File: src/rtl/pipe_pkg.sv
// Shared definitions for the 4-stage pipeline sequencing controller:
// instruction field positions, opcodes, NOP encoding and FSM states.
package pipe_pkg;

  // Instruction field positions within the 8-bit instruction word
  localparam int OP_MSB = 7;
  localparam int OP_LSB = 6;
  localparam int RD_MSB = 5;
  localparam int RD_LSB = 3;
  localparam int RS_MSB = 2;
  localparam int RS_LSB = 0;

  // Opcodes
  localparam logic [1:0] OP_ALU  = 2'b00;
  localparam logic [1:0] OP_LOAD = 2'b01;
  localparam logic [1:0] OP_JUMP = 2'b10;
  localparam logic [1:0] OP_HALT = 2'b11;

  // All-zero word is a NOP: it reads nothing and never hazards
  localparam logic [7:0] NOP = 8'h00;

  // Controller states
  typedef enum logic [1:0] {
    RUN    = 2'd0,
    DRAIN  = 2'd1,
    HALTED = 2'd2
  } state_t;

endpackage

File: src/rtl/load_scoreboard.sv
// Single-entry load scoreboard: remembers the destination of the most
// recent LOAD and how many more cycles that register stays busy.
module load_scoreboard #(
  parameter int LOAD_LAT = 1
) (
  input  logic       clk,
  input  logic       reset,
  input  logic       issue,
  input  logic [2:0] rd,
  input  logic [2:0] q_a,
  input  logic [2:0] q_b,
  output logic       a_busy,
  output logic       b_busy,
  output logic       cnt_zero
);

  logic [2:0] busy_rd;
  logic [1:0] busy_cnt;

  // Load a new entry on issue, otherwise count the busy window down to zero
  always_ff @(posedge clk or negedge reset) begin
    if (!reset) begin
      busy_rd  <= '0;
      busy_cnt <= '0;
    end else if (issue) begin
      busy_rd  <= rd;
      busy_cnt <= 2'(LOAD_LAT);
    end else if (busy_cnt != 2'd0) begin
      busy_cnt <= busy_cnt - 2'd1;
    end
  end

  assign cnt_zero = (busy_cnt == 2'd0);
  assign a_busy   = !cnt_zero && (q_a == busy_rd);
  assign b_busy   = !cnt_zero && (q_b == busy_rd);

endmodule

File: src/rtl/pipeline_hazard_ctrl.sv
// Pipeline sequencing controller: load-use stalls, jump redirect/flush,
// HALT drain and resume, plus a saturating stall-cycle counter.
module pipeline_hazard_ctrl
  import pipe_pkg::*;
#(
  parameter int LOAD_LAT     = 1,
  parameter int DRAIN_CYCLES = 2
) (
  input  logic       clk,
  input  logic       reset,
  input  logic [7:0] instr_id,
  input  logic       resume,
  output logic       pc_write_en,
  output logic       pc_sel_jump,
  output logic [7:0] jump_target,
  output logic       ifid_write_en,
  output logic       ifid_flush,
  output logic       idex_bubble,
  output logic       halted,
  output logic [7:0] stall_count
);

  logic [1:0] op;
  logic [2:0] rd;
  logic [2:0] rs;
  logic       is_nop;

  assign op     = instr_id[OP_MSB:OP_LSB];
  assign rd     = instr_id[RD_MSB:RD_LSB];
  assign rs     = instr_id[RS_MSB:RS_LSB];
  assign is_nop = (instr_id == NOP);

  logic   rd_busy;
  logic   rs_busy;
  logic   cnt_zero;
  logic   hazard;
  logic   issue;
  logic   stall_inc;
  state_t state;
  state_t state_next;
  logic [7:0] drain_cnt;
  logic [7:0] drain_next;
  logic [7:0] stall_cnt;

  load_scoreboard #(
    .LOAD_LAT(LOAD_LAT)
  ) u_sb (
    .clk     (clk),
    .reset   (reset),
    .issue   (issue),
    .rd      (rd),
    .q_a     (rd),
    .q_b     (rs),
    .a_busy  (rd_busy),
    .b_busy  (rs_busy),
    .cnt_zero(cnt_zero)
  );

  // Hazard detect; a busy scoreboard blocks any new LOAD (single entry)
  always_comb begin
    hazard = 1'b0;
    if (state == RUN) begin
      case (op)
        OP_ALU:  hazard = !is_nop && (rd_busy || rs_busy);
        OP_LOAD: hazard = rd_busy || rs_busy || !cnt_zero;
        default: hazard = 1'b0;
      endcase
    end
  end

  // Next-state and control output decode
  always_comb begin
    state_next    = state;
    drain_next    = drain_cnt;
    pc_write_en   = 1'b0;
    pc_sel_jump   = 1'b0;
    ifid_write_en = 1'b0;
    ifid_flush    = 1'b0;
    idex_bubble   = 1'b0;
    halted        = 1'b0;
    issue         = 1'b0;
    stall_inc     = 1'b0;
    case (state)
      RUN: begin
        if (hazard) begin
          idex_bubble = 1'b1;
          stall_inc   = 1'b1;
        end else if (op == OP_JUMP) begin
          pc_write_en = 1'b1;
          pc_sel_jump = 1'b1;
          ifid_flush  = 1'b1;
          idex_bubble = 1'b1;
        end else if (op == OP_HALT) begin
          idex_bubble = 1'b1;
          drain_next  = 8'(DRAIN_CYCLES);
          state_next  = DRAIN;
        end else begin
          pc_write_en   = 1'b1;
          ifid_write_en = 1'b1;
          issue         = (op == OP_LOAD);
        end
      end
      DRAIN: begin
        idex_bubble = 1'b1;
        drain_next  = (drain_cnt != 8'd0) ? drain_cnt - 8'd1 : 8'd0;
        // Leave once this cycle's decrement reaches zero and no load is outstanding
        if (drain_cnt <= 8'd1 && cnt_zero) begin
          state_next = HALTED;
        end
      end
      HALTED: begin
        halted      = 1'b1;
        idex_bubble = 1'b1;
        if (resume) begin
          pc_write_en   = 1'b1;
          ifid_write_en = 1'b1;
          state_next    = RUN;
        end
      end
      default: begin
        idex_bubble = 1'b1;
        state_next  = RUN;
      end
    endcase
    // While reset is held the pipeline is frozen with a bubble into EX
    if (!reset) begin
      pc_write_en   = 1'b0;
      pc_sel_jump   = 1'b0;
      ifid_write_en = 1'b0;
      ifid_flush    = 1'b0;
      idex_bubble   = 1'b1;
      halted        = 1'b0;
      issue         = 1'b0;
      stall_inc     = 1'b0;
    end
  end

  // FSM state and drain counter registers
  always_ff @(posedge clk or negedge reset) begin
    if (!reset) begin
      state     <= RUN;
      drain_cnt <= '0;
    end else begin
      state     <= state_next;
      drain_cnt <= drain_next;
    end
  end

  // Saturating count of load-use stall cycles
  always_ff @(posedge clk or negedge reset) begin
    if (!reset) begin
      stall_cnt <= '0;
    end else if (stall_inc && stall_cnt != 8'hFF) begin
      stall_cnt <= stall_cnt + 8'd1;
    end
  end

  assign stall_count = stall_cnt;
  assign jump_target = {2'b00, instr_id[5:0]};

endmodule

File: config.mk
export PLATFORM = sky130hd
export DESIGN_NAME = pipeline_hazard_ctrl
export DESIGN_NICKNAME = d
export VERILOG_FILES = /design/src/rtl/pipe_pkg.sv /design/src/rtl/load_scoreboard.sv /design/src/rtl/pipeline_hazard_ctrl.sv
export SDC_FILE = /design/constraint.sdc
export NUM_CORES = 1
export LEC_CHECK = 0
export CAP_MARGIN = 10
export CORE_MARGIN = 8
export CORE_UTILIZATION = 52
export CTS_BUF_LIST = sky130_fd_sc_hd__clkbuf_4 sky130_fd_sc_hd__clkbuf_8
export CTS_CLUSTER_DIAMETER = 80
export DETAILED_ROUTE_END_ITERATION = 16
export GPL_TIMING_DRIVEN = 1
export PLACE_DENSITY_LB_ADDON = 0.1
export SYNTH_ARGS = -nofsm -noshare
export SYNTH_HDL_FRONTEND = slang
export SYNTH_SLANG_ARGS = --single-unit
File: constraint.sdc
create_clock -name clk -period 2.1 [get_ports clk]
set_input_delay 0.21 -clock clk [delete_from_list [all_inputs] [get_ports clk]]
set_output_delay 0.21 -clock clk [all_outputs]
set_load 0.05 [all_outputs]
==> results.json, run 1 <==
{
  "outcome": "finished clean",
  "critPathCaptureType": "output pin",
  "dpl.hpwl_microns": 2555,
  "post-synth-top-area-cell": "dfrtp_1",
  "period_needed_ns": 2.050,
  "maxCapViolations": 0,
  "cts_tree": "yes",
  "holdBufCountCts": 0,
  "grt_max_degree": 25,
  "min_period_over_period": 0.9761,
  "critical_path_class": "reg2out",
  "clock_sinks": 23,
  "worst_slew_pin_slew_ns": 0.5001,
  "port_buffers": 30,
  "vias_per_cell": 5.645,
  "rows": 19,
  "clock_latency_ns": 0.31,
  "die_h_microns": 68.90,
  "die_area_sq_um": 4747,
  "clkTransAtPathRegs_ns": 0.13,
  "synth.top_cells.by_area": "dfrtp_1, xor2_1, buf_4, ha_1, xnor2_1",
  "routed_wl_microns": 3300,
  "ios": 33,
  "synth_cells": 149,
  "netlist-cell-type-count": 42,
  "ir_drop_v": 0.0003277,
  "dp_slack_ns": -0.1693,
  "routedWlPerCell_microns": 15.42,
  "power_density_nw_per_um2": 397.2,
  "layout.nets": 200,
  "yosys_warnings": 0,
  "combPwrFrac": 0.132,
  "diodes": 0,
  "synthArstFlopShare": 1.000,
  "drc": 0,
  "crit_fanout": 3,
  "setup_tns_ns": 0,
  "intPower_w": 0.0005523,
  "power_switching_w": 0.0001965,
  "drtPass1Iterations": 4,
  "track_usage": 0.1399,
  "synth.avg_cell_area_sq_um": 9.766,
  "ys_seq_area_frac": 0.3955,
  "start_util": 0.5369,
  "area_growth_pct": 29.58,
  "synth_flop_cell": "dfrtp_1",
  "grt_first_pass_wirelength_microns": 5043,
  "timing.final.hold_violations": 0,
  "numCtsBuffers": 3,
  "crit_path_start_kind": "flip-flop",
  "cp.arrival_ns": 1.84,
  "relSlewSlack": 0.6655,
  "finClkSkew_ns": 0.001107,
  "required_ns": 1.89,
  "grt_setup_unrepaired": "yes",
  "die_width_microns": 68.90,
  "drtIter0Drc": 30,
  "slew_viol_final": 0,
  "synth_edf_count": 0,
  "swShare": 0.2624,
  "clkPwrFrac": 0.277,
  "gp_congestion": 0.7832,
  "overflow": 0,
  "vias": 1208,
  "drive_above_1_share": 0.2459,
  "ant_nets": 0,
  "setup_violations": 0,
  "fmax_mhz": 487.9,
  "coreArea_sq_um": 2710,
  "synth_seq_cells": 23,
  "worst_slack_ns": 0.05021,
  "pwr-share-seq": 0.591,
  "synth_top_cell_area_share": 0.3955,
  "antenna_found_initial": 0,
  "cts_max_level": 1,
  "cts-root-buf": "clkbuf_4",
  "grt_pass1_vias": 1125,
  "clock_path_buffers": 2,
  "p_leak_nw": 0.8396,
  "hp-class": "in2async",
  "synth_area_sq_um": 1455
}
## layout make-up
type,count,area (sq um)
Tap cell,31,38.79
Clock buffer,3,22.52
Fill cell,222,824.5
Timing Repair Buffer,44,436.7
Clock inverter,1,5.005
Inverter,4,15.01
Sequential cell,23,578.1
Multi-Input combinational cell,108,789.5
## registers in the layout, indices dropped and copies added, names as in the netlist
name           flops
stall_count        8
u_sb.busy_cnt      2
state              2
drain_cnt          8
u_sb.busy_rd       3
## cell usage after synthesis (2+ instances only)
library cell	number
o21ai_0	8
or3_1	3
o2bb2ai_1	2
ha_1	5
buf_4	9
inv_1	4
a211oi_2	2
nor2_1	9
nand2b_1	4
nand2_1	7
a22o_1	2
a21oi_1	8
nor2b_1	4
and3_1	2
nand3_1	8
clkbuf_1	5
xnor2_1	7
o31ai_1	4
mux2_2	3
xor2_1	9
dfrtp_1	23
## per-stage QoR
| step | hold WS, ns | instance area (sq um) | std cells | util | power [W] |
|---|---|---|---|---|---|
| final | 0.3212 | 1886 | 214 | 0.6958 | 0.0007489 |
| after floorplan | -0.08559 | 1461 | 150 | - | 0.0005034 |
| after global routing | 0.3383 | 1886 | 214 | 0.6958 | 0.0007762 |
| after global placement | 0.4828 | 1833 | 209 | 0.6764 | 0.0005481 |
| after CTS | 0.3462 | 1882 | 214 | 0.6944 | 0.0007603 |
| after detailed placement | 0.4872 | 1833 | 209 | 0.6764 | 0.0005490 |
## final timing paths
check	startpoint	to	slack [ns]	cells past startpoint
min in group clk	instr_id[3]	u_sb.busy_rd[0]	0.38	2
min	reset	stall_count[6]	0.32	2
max	u_sb.busy_rd[1]	pc_write_en	0.05	6
max in group asynchronous	reset	stall_count[0]	1.58	2
max reg2reg	stall_count[0]	stall_count[6]	0.12	7
min reg2reg	stall_count[7]	stall_count[7]	0.51	1
## routing by layer
metal | track usage | share of wire | vias up
met5 | 0 | 0 | -
li1 | - | - | 584
met2 | 0.2382 | 0.51 | 25
met1 | 0.1681 | 0.41 | 591
met4 | 0.05514 | 0.026 | 0
met3 | 0.02908 | 0.051 | 8
## timing repair
item,4_1_cts,5_1_grt
setup endpoints to repair,3,4
gates resized for setup,8,1
buffers inserted,1,0
pin swaps,4,2
## cells in the final DEF, fill, tap and decap left out, drive strengths merged, types with 5 or more instances in the layout
cell / instances
clkdlybuf4s50: 14
o21ai: 9
dfrtp: 23
nor2: 9
ha: 5
xor2: 9
buf: 26
a21oi: 8
nand3: 8
nand2: 7
xnor2: 7
## worst max-delay path, stage by stage, from the launching register on
cell and delay (ns):
dfrtp_1 0.45, xnor2_1 0.18, nand3_1 0.13, a21oi_2 0.17
nor2_1 0.06, o311a_1 0.37, buf_12 0.16
## power by group through the flow
stage / logic [W] / clock network [W] / registers (W)
CTS: 0.0000984 / 0.000219 / 0.000443
finish: 0.0000987 / 0.000207 / 0.000443
floorplan: 0.0000520 / 0 / 0.000451
detailed placement: 0.0000978 / 0 / 0.000451
global placement: 0.0000968 / 0 / 0.000451
global route: 0.000106 / 0.000228 / 0.000443
## logic make-up (layout without fill, tap and decap cells)
logic type | after synthesis | in the layout | synth area share
DFF | 23 | 23 | 0.3955
muxes | 4 | 4 | 0.03353
and+or+nand+nor | 47 | 47 | 0.1857
other | 1 | 2 | 0.002577
adders and majority gates | 5 | 5 | 0.04299
AOI/OAI and AO/OA | 34 | 34 | 0.1660
xor gates and xnor gates | 16 | 16 | 0.09631
buffers and inverters | 19 | 52 | 0.07738
Note: power is estimated with default switching activity, not from simulation.
==> inputs of run 2 (changes only) <==
ABC_AREA = 1   (was default)
==> results.json, run 2 <==
{
  "clkTransAtPathRegs_ns": 0.13,
  "synth.top_cells.by_area": "dfrtp_1, nand2_1, inv_1, xnor2_1, buf_4",
  "clock_sinks": 23,
  "slew_viol_final": 0,
  "yosys_warnings": 0,
  "grt_pass1_vias": 1361,
  "antenna_found_initial": 0,
  "die_area_sq_um": 4934,
  "die_width_microns": 70.25,
  "critical_path_buf_inv_count": 3,
  "relSlewSlack": 0.6621,
  "fmax_mhz": 507.7,
  "track_usage": 0.1471,
  "nFillCells": 238,
  "synth_top_cell_area_share": 0.3761,
  "r2r-start": "stall_count[0]",
  "coreArea_sq_um": 2781,
  "numCtsBuffers": 3,
  "hp-class": "in2async",
  "die_h_microns": 70.25,
  "r2r_end": "stall_count[0]",
  "finClkSkew_ns": 0.007417,
  "slowest_stage": "dfrtp_1",
  "power_density_nw_per_um2": 1226,
  "crit_path_start_kind": "flip-flop",
  "gp_congestion": 0.9139,
  "diodes": 0,
  "critical_path_class": "reg2out",
  "critPathTopFamily": "flip-flops",
  "setup_tns_ns": 0,
  "layout_common_cells": "nand2_1, inv_1, dfrtp_1",
  "vias": 1337,
  "routed_wl_microns": 3630,
  "period_needed_ns": 1.970,
  "synth_edf_count": 0,
  "dpl.hpwl_microns": 2880,
  "met1_usage": 0.1584,
  "netlist-cell-type-count": 26,
  "dp_slack_ns": 0.1030,
  "yosysMostFrequentCell": "nand2_1",
  "port_buffers": 30,
  "rr_worst_depth": 7,
  "post-synth-top-area-cell": "dfrtp_1",
  "grt_first_pass_wirelength_microns": 6113,
  "clock_path_buffers": 2,
  "fin_area_sq_um": 1936,
  "multiInputGateArea_sq_um": 813.3,
  "worst_slack_ns": 0.1303,
  "drc": 0,
  "drive_above_1_share": 0.1814,
  "cp.arrival_ns": 1.76,
  "ir_drop_v": 0.001046,
  "crit_fanout": 5,
  "min_period_over_period": 0.9379,
  "overflow": 0,
  "area_growth_pct": 26.49,
  "stdcell_count": 257,
  "worst_slew_pin_slew_ns": 0.5053,
  "critPathCaptureType": "output pin",
  "cts_tree": "yes",
  "synth.avg_cell_area_sq_um": 7.807,
  "ys_seq_area_frac": 0.3761,
  "setup_violations": 0,
  "synth_commonest_cells": "nand2_1, inv_1, dfrtp_1",
  "grt_max_degree": 29,
  "clock_latency_ns": 0.31,
  "dp_cells": 253,
  "synth_area_sq_um": 1530,
  "drtIter0Drc": 78,
  "start_util": 0.5502,
  "post_cts_buffers": 0,
  "timing.final.hold_violations": 0,
  "outcome": "finished clean",
  "p_leak_nw": 0.9708,
  "use_met2": 0.2646,
  "ios": 33,
  "required_ns": 1.89,
  "routedWlPerCell_microns": 14.12,
  "cts-root-buf": "clkbuf_4",
  "cpPeakStageDelay_ns": 0.39,
  "maxCapViolations": 0,
  "synthArstFlopShare": 1.000,
  "mostFrequentLayoutCell": "nand2_1",
  "placed_cell_area_sq_um": 1896,
  "layout.nets": 243,
  "busiest_layer": "met2",
  "ant_nets": 0,
  "synth_flop_cell": "dfrtp_1",
  "finalPower_w": 0.002374,
  "crit_chain": "inv_1, ha_1, nor2_2, a21oi_2, buf_4, nand2_1, buf_12",
  "synth_cells": 196,
  "cts_max_level": 1,
  "met3_usage": 0.04520,
  "vias_per_cell": 5.202,
  "rows": 19,
  "ff2ff_setup_slack_ns": 0.49,
  "synth_seq_cells": 23,
  "drtPass1Iterations": 4,
  "regArea_sq_um": 575.6
}
==> run 2: changes by cell type in the layout (fill, tap and decap cells not counted), moves of 5 or more <==
cell / change
a21oi_1: -5
buf_4: -10
inv_1: +20
nand2_1: +43
nand3_1: +5
o22ai_1: +6
==> run 2: per-layer routing <==
| metal | part of all wire | wire (microns) | vias up |
|---|---|---|---|
| li1 | - | - | 676 |
| met1 | 0.42 | 1531 | 623 |
| met2 | 0.50 | 1823 | 34 |
| met3 | 0.066 | 239 | 4 |
| met4 | 0.0099 | 36 | 0 |
| met5 | 0 | 0 | - |
==> run 2: stage by stage <==
stage	hold slack (ns)	utilization
4_1_cts	0.3128	0.6914
3_3_place_gp	0.4968	0.6815
6_report	0.3093	0.6959
3_5_place_dp	0.5197	0.6815
2_1_floorplan	-0.08559	-
5_1_grt	0.3319	0.6959
==> run 2: logic make-up (layout without fill, tap and decap cells) <==
logic type	count (synthesis)	count (layout)	share of synthesized area
AO/OA/AOI/OAI	22	22	0.09813
AND/OR/NAND/NOR	93	93	0.2837
XOR/XNOR	15	15	0.08586
buffers and inverters	37	66	0.1128
other	1	2	0.002451
adder cells (fa/ha/maj)	5	5	0.04088
flip-flops	23	23	0.3761
==> run 2: what timing repair did <==
item                                    CTS  global route
hold buffers                              0             0
gates resized for setup                   0             4
endpoints found under the setup margin    0             3
==> run 2: power by group <==
part,leakage (nW),internal [W],switching [W]
clock network,0.0177,0.0000711,0.000137
registers,0.298,0.000606,0.000173
logic,0.655,0.000523,0.000864
==> run 2: worst max path at each step <==
stage                                 from            end  slack (ns)  cells after the start
after floorplan                   state[1]  ifid_write_en        0.12                      5
after global placement         instr_id[4]  ifid_write_en        0.11                     12
after detailed placement       instr_id[4]  ifid_write_en        0.10                     12
after CTS                 u_sb.busy_cnt[0]    idex_bubble        0.05                      7
after global routing           instr_id[4]    idex_bubble       -0.03                     12
final                     u_sb.busy_cnt[0]    idex_bubble        0.13                      7
==> run 2: final cells by class <==
cell class                 count  area share
clock inverter                 1    0.002586
clock buffer                   3     0.01164
timing repair buffer          34      0.1939
multi-input combinational    137      0.4202
tap                           31     0.02004
inverter                      28     0.05430
sequential                    23      0.2973
